File: src/rtl/div_arbiter.sv
// div_arbiter: round-robin sharing of one iterative divider among N_REQ requesters.
// One division in flight at a time; divide-by-zero is answered locally without
// touching the divider.
// Optional feature macro: DIV_ARB_TIMEOUT_EN adds a watchdog on the WAIT state that
// returns an error response after TIMEOUT_CYCLES cycles without div_valid.
//
// state  | meaning
// -------+-----------------------------------------------------------------
// IDLE   | looking for a request; accepts one when the divider is not busy
// ISSUE  | one-cycle div_start pulse with latched operands
// WAIT   | waiting for div_valid (or the watchdog, when enabled)
// RESP   | one-cycle rsp_valid strobe to the granted requester

module div_arbiter #(
    parameter int N_REQ           = 4,
    parameter int N_BITS_DIVIDEND = 32,
    parameter int N_BITS_DIVISOR  = 32,
    parameter int N_BITS_QUOTIENT = 32,
    parameter int TIMEOUT_CYCLES  = 256
) (
    input  logic                               clk,
    input  logic                               rst,
    input  logic [N_REQ-1:0]                   req_valid,
    input  logic [N_REQ*N_BITS_DIVIDEND-1:0]   req_dividend,
    input  logic [N_REQ*N_BITS_DIVISOR-1:0]    req_divisor,
    output logic [N_REQ-1:0]                   req_ready,
    output logic [N_REQ-1:0]                   rsp_valid,
    output logic [N_BITS_QUOTIENT-1:0]         rsp_quotient,
    output logic                               rsp_error,
    output logic [$clog2(N_REQ)-1:0]           grant_id,
    output logic                               div_start,
    output logic [N_BITS_DIVIDEND-1:0]         div_dividend,
    output logic [N_BITS_DIVISOR-1:0]          div_divisor,
    input  logic [N_BITS_QUOTIENT-1:0]         div_quotient,
    input  logic                               div_busy,
    input  logic                               div_valid
);

    localparam int GW = $clog2(N_REQ);

    if (N_REQ < 2) begin : g_chk_nreq
        $error("div_arbiter: N_REQ must be at least 2");
    end
    if (TIMEOUT_CYCLES < 2) begin : g_chk_timeout
        $error("div_arbiter: TIMEOUT_CYCLES must be at least 2");
    end

    typedef enum logic [1:0] {S_IDLE, S_ISSUE, S_WAIT, S_RESP} state_t;

    state_t                       state, state_nx;
    logic [GW-1:0]                ptr;
    logic [GW-1:0]                pick;
    logic                         pick_ok;
    int                           idx;
    logic [N_BITS_DIVIDEND-1:0]   pick_dividend;
    logic [N_BITS_DIVISOR-1:0]    pick_divisor;
    logic                         pick_zero;
    logic                         accept;
    logic                         timed_out;

    // Rotating-priority search: first pending requester at or after ptr.
    always_comb begin
        pick    = ptr;
        pick_ok = 1'b0;
        idx     = 0;
        for (int i = 0; i < N_REQ; i++) begin
            idx = int'(ptr) + i;
            if (idx >= N_REQ) idx = idx - N_REQ;
            if (!pick_ok && req_valid[idx]) begin
                pick_ok = 1'b1;
                pick    = GW'(idx);
            end
        end
    end

    // Operand mux for the winning requester and accept qualification.
    always_comb begin
        pick_dividend = req_dividend[int'(pick)*N_BITS_DIVIDEND +: N_BITS_DIVIDEND];
        pick_divisor  = req_divisor[int'(pick)*N_BITS_DIVISOR +: N_BITS_DIVISOR];
        pick_zero     = (pick_divisor == '0);
        accept        = (state == S_IDLE) && pick_ok && !div_busy;
    end

`ifdef DIV_ARB_TIMEOUT_EN
    localparam int CW = $clog2(TIMEOUT_CYCLES + 1);
    logic [CW-1:0] wait_cnt;

    // Watchdog: zeroed while issuing so it starts from zero on WAIT entry.
    always_ff @(posedge clk or posedge rst) begin
        if (rst)
            wait_cnt <= '0;
        else if (state == S_ISSUE)
            wait_cnt <= '0;
        else if (state == S_WAIT)
            wait_cnt <= wait_cnt + 1'b1;
    end

    assign timed_out = (state == S_WAIT) && (wait_cnt == CW'(TIMEOUT_CYCLES - 1));
`else
    assign timed_out = 1'b0;
`endif

    // State register.
    always_ff @(posedge clk or posedge rst) begin
        if (rst)
            state <= S_IDLE;
        else
            state <= state_nx;
    end

    // Next-state logic and state-decoded handshake outputs.
    always_comb begin
        state_nx  = state;
        req_ready = '0;
        rsp_valid = '0;
        div_start = 1'b0;
        case (state)
            S_IDLE: begin
                if (accept) begin
                    req_ready[pick] = 1'b1;
                    state_nx        = pick_zero ? S_RESP : S_ISSUE;
                end
            end
            S_ISSUE: begin
                div_start = 1'b1;
                state_nx  = S_WAIT;
            end
            S_WAIT: begin
                if (div_valid || timed_out)
                    state_nx = S_RESP;
            end
            S_RESP: begin
                rsp_valid[grant_id] = 1'b1;
                state_nx            = S_IDLE;
            end
            default: state_nx = S_IDLE;
        endcase
    end

    // Grant bookkeeping, operand latch and result capture.
    always_ff @(posedge clk or posedge rst) begin
        if (rst) begin
            ptr          <= '0;
            grant_id     <= '0;
            div_dividend <= '0;
            div_divisor  <= '0;
            rsp_quotient <= '0;
            rsp_error    <= 1'b0;
        end else begin
            if (accept) begin
                grant_id     <= pick;
                ptr          <= (pick == GW'(N_REQ - 1)) ? '0 : pick + 1'b1;
                div_dividend <= pick_dividend;
                div_divisor  <= pick_divisor;
                if (pick_zero) begin
                    rsp_quotient <= '1;
                    rsp_error    <= 1'b1;
                end
            end
            if (state == S_WAIT) begin
                if (div_valid) begin
                    rsp_quotient <= div_quotient;
                    rsp_error    <= 1'b0;
                end else if (timed_out) begin
                    rsp_quotient <= '1;
                    rsp_error    <= 1'b1;
                end
            end
        end
    end

endmodule

File: config.mk
export PLATFORM = sky130hd
export DESIGN_NAME = div_arbiter
export DESIGN_NICKNAME = d
export VERILOG_FILES = /design/src/rtl/div_arbiter.sv
export SDC_FILE = /design/constraint.sdc
export NUM_CORES = 1
export LEC_CHECK = 0
export BUFFER_PORTS_ARGS = -buffer_cell sky130_fd_sc_hd__buf_4
export CAP_MARGIN = 30
export CORE_AREA = 2 2 155 157
export DETAILED_ROUTE_END_ITERATION = 8
export DIE_AREA = 0 0 157 159
export PLACE_DENSITY_LB_ADDON = 0.3
export SYNTH_ARGS = -nofsm -noshare
export SYNTH_HDL_FRONTEND = slang
export SYNTH_SLANG_ARGS = --single-unit
File: constraint.sdc
create_clock -name clk -period 3.86 [get_ports clk]
set_input_delay 0.193 -clock clk [delete_from_list [all_inputs] [get_ports clk]]
set_output_delay 0.193 -clock clk [all_outputs]
set_load 0.01 [all_outputs]
==> flow_summary_export.csv <==
group,metric,value,unit
run,drv_cap,0,
clock_network,h-tree-depth,3,
setup_path,worstPathCellList,"and3b_1 > or4_1 > nand2_8 > buf_12 > mux4_2 > nor4_1 > nand4_1 > or3_2 > buf_12 > o21ai_1",
sta,setup_tns,0,ns
worst_hold_path,hold_path.class,"in2reg",
routing,firstDrtPassIters,4,
power_and_ir_drop,p_clk_frac,0.145,
sta,period_minus_slack,3.677,ns
power_and_ir_drop,swShare,0.3828,
grt,use_met2,0.3142,
floorplanning,fp.dieH,159,um
floorplanning,core_area,23190,um^2
routing,vias,5857,
synthesis,yosysSeqAreaShare,0.4292,
placed_design,placed_cell_area,9448,um^2
setup_path,start_kind,"register",
floorplanning,io_pins,404,
clock_network,cts_setup_buffers,0,
sta,hold_viol,0,
setup_path,slowest_stage,"or4_1",
synthesis,postSynthCellCount,569,
power_and_ir_drop,p_leak,4.826,nW
clock_network,clkTransAtPathRegs,0.07,ns
synthesis,synthTopCellsByArea,"dfrtp_1 43%, mux4_2 24%, nand2_1 13%",
sta,slew_viol_final,0,
power_and_ir_drop,power.density,666.2,nW/um^2
clock_network,clock_path_buffers,2,
power_and_ir_drop,p_int,4.021,mW
synthesis,async_reset_ff_frac,1.000,
sta,finalSetupViolCount,0,
synthesis,synthFlopType,"dfrtp_1",
clock_network,numCtsBuffers,9,
synthesis,synth_top_area_cell,"dfrtp_1",
routing,drtIter0Drc,252,
setup_path,worst-setup-path-type,"reg2reg",
grt,use_met3,0.04709,
worst_hold_path,hold_depth,3,
run_status,outcome,"complete, no violations",
placed_design,portBuffers,403,
setup_path,crit_path_end_kind,"register",
grt,overflow,0,
floorplanning,fp-row-count,56,
synthesis,avgSynthCellArea,10.55,um^2
cells_and_area,nNetsFinal,1264,
routing,ant_nets,0,
cells_and_area,final_layout_size_suffix_gt1_frac,0.5565,
sta,period_share,0.9525,
synthesis,yosysMostFrequentCell,"nand2_1",
sta,hold_ws,0.08387,ns
synthesis,synth_seq_cells,103,
sta,relSlewSlack,0.5351,
grt,grt_busiest_layer,"met2",
sta,rsz0062_at_grt,"false",
grt,grt_pass1_vias,6329,
setup_path,worstPathRequired,4.13,ns
sta,worst_slack,0.1834,ns
placed_design,gp_congestion,0.9094,
setup_path,cp_slowest_stage_delay,0.57,ns
clock_network,cts_tree,"done",
grt,grt_use_total,0.1829,
power_and_ir_drop,peakVddDrop,0.2277,mV
routing,viasPerCell,4.562,
grt,met1_usage,0.2268,
sta,fmax,272.0,MHz
floorplanning,start_util,0.2590,
clock_network,cts_sinks,103,
setup_path,r2r_cells,10,
power_and_ir_drop,comb_power_share,0.562,
clock_network,clock_tree.root_cell,"clkbuf_16",
cells_and_area,syn_to_final_growth,62.83,%
placed_design,dp_slack,0.1708,ns
synthesis,syn-num-nets,873,
synthesis,synth-edff-count,0,
grt,antenna_found_initial,0,
setup_path,arrival,3.95,ns
synthesis,netlist_area,6006,um^2
synthesis,synthTopCellsByCount,"201 x nand2_1, 103 x dfrtp_1, 71 x nor2_1",
routing,drt_wl_total,22910,um
grt,grt_pass1_wl,35320,um
floorplanning,die_area,24960,um^2
placed_design,dpl.hpwl,18660,um
setup_path,cp_max_fo,34,
floorplanning,die_w,157,um
synthesis,synth_warnings,0,
routing,drc_errors,0,
power_and_ir_drop,power_switching,2.494,mW
setup_path,crit_top_cell,"buf_12",
synthesis,synth.top_cell.area_share,0.4292,
routing,wl_per_cell,17.85,um
cells_and_area,antennaDiodeCount,0,
clock_network,clock_latency,0.34,ns
sta,worst_slew_pin_slew,0.6973,ns
sta,fin_skew,0.009556,ns
synthesis,synth.distinct_cells,32,
grt,grt_max_degree,54,
cells_and_area,design_area,9779,um^2
power_and_ir_drop,pwr-share-seq,0.293,
==> what timing repair did <==
| action | in CTS | in global routing |
|---|---|---|
| gates resized for setup | 0 | 2 |
| hold buffers | 1 | 0 |
| endpoints found under the hold margin | 40 | 0 |
| endpoints found under the setup margin | 0 | 24 |
==> final cells by class <==
cell class / count / area [um^2]
Clock buffer: 11 / 242.7
Clock inverter: 5 / 63.81
Fill cell: 2287 / 13410
Inverter: 7 / 28.78
Multi-Input combinational cell: 419 / 3222
Sequential cell: 103 / 2577
Tap cell: 319 / 399.1
Timing Repair Buffer: 420 / 3246
==> sequential cells by signal (all words and copies together), names as in the netlist <==
register,cells
state,2
rsp_quotient,32
rsp_error,1
div_divisor,32
grant_id,2
ptr,2
div_dividend,32
==> power by group through the flow <==
stage	logic (mW)	registers [mW]	clock network (mW)
floorplan	1.92	2.11	0
global placement	3.63	1.91	0
CTS	3.72	1.91	0.992
finish	3.66	1.91	0.946
detailed placement	3.72	1.92	0
global route	4.01	1.98	1.04
==> logic make-up after synthesis <==
kind of cell | after synthesis | synth area share
flops | 103 | 0.4292
mux | 64 | 0.2400
simple gates | 302 | 0.2031
buf+inv | 47 | 0.03958
compound gates | 45 | 0.07146
fa+ha+maj | 8 | 0.01667
==> placed cells by master, fill, tap and decap left out, drive strengths merged, types with 3 or more instances in the layout <==
cell type and instances:
buf 419, nand2 202, dfrtp 103, nor2 71, mux4 64, a21oi 36, clkbuf 11, inv 9
ha 8, nor4 7, o21ai 6, and2 5, nor2b 3, and3b 3
==> metal layers <==
metal	wire length, um	part of all wire
met4	456	0.020
met3	1693	0.074
met5	0	0
met2	11420	0.50
met1	9341	0.41
==> critical path: cells and delay by family (launching register included) <==
family / cells / cell delay (ns)
AOI/OAI and AO/OA: 1 / 0.15
buffers and inverters: 2 / 0.41
muxes: 1 / 0.53
DFF: 1 / 0.42
and+or+nand+nor: 6 / 2.04
==> through the flow <==
step | util | std cells | total power, mW
floorplan | - | 569 | 4.028
global placement | 0.4050 | 1265 | 5.541
detailed placement | 0.4074 | 1267 | 5.638
CTS | 0.4210 | 1284 | 6.620
global route | 0.4217 | 1284 | 7.029
finish | 0.4217 | 1284 | 6.515
==> worst paths after layout <==
check                                  from                to  slack (ns)
setup / recovery                     ptr[1]          state[1]        0.18
hold / removal             div_quotient[16]  rsp_quotient[16]        0.08
setup reg to reg                     ptr[1]          state[1]        0.18
hold reg to reg            div_dividend[22]  div_dividend[22]        0.48
max in group asynchronous               rst  div_dividend[26]        2.58
min in group asynchronous               rst  rsp_quotient[15]        0.53
(Power assumes the default switching activity.)
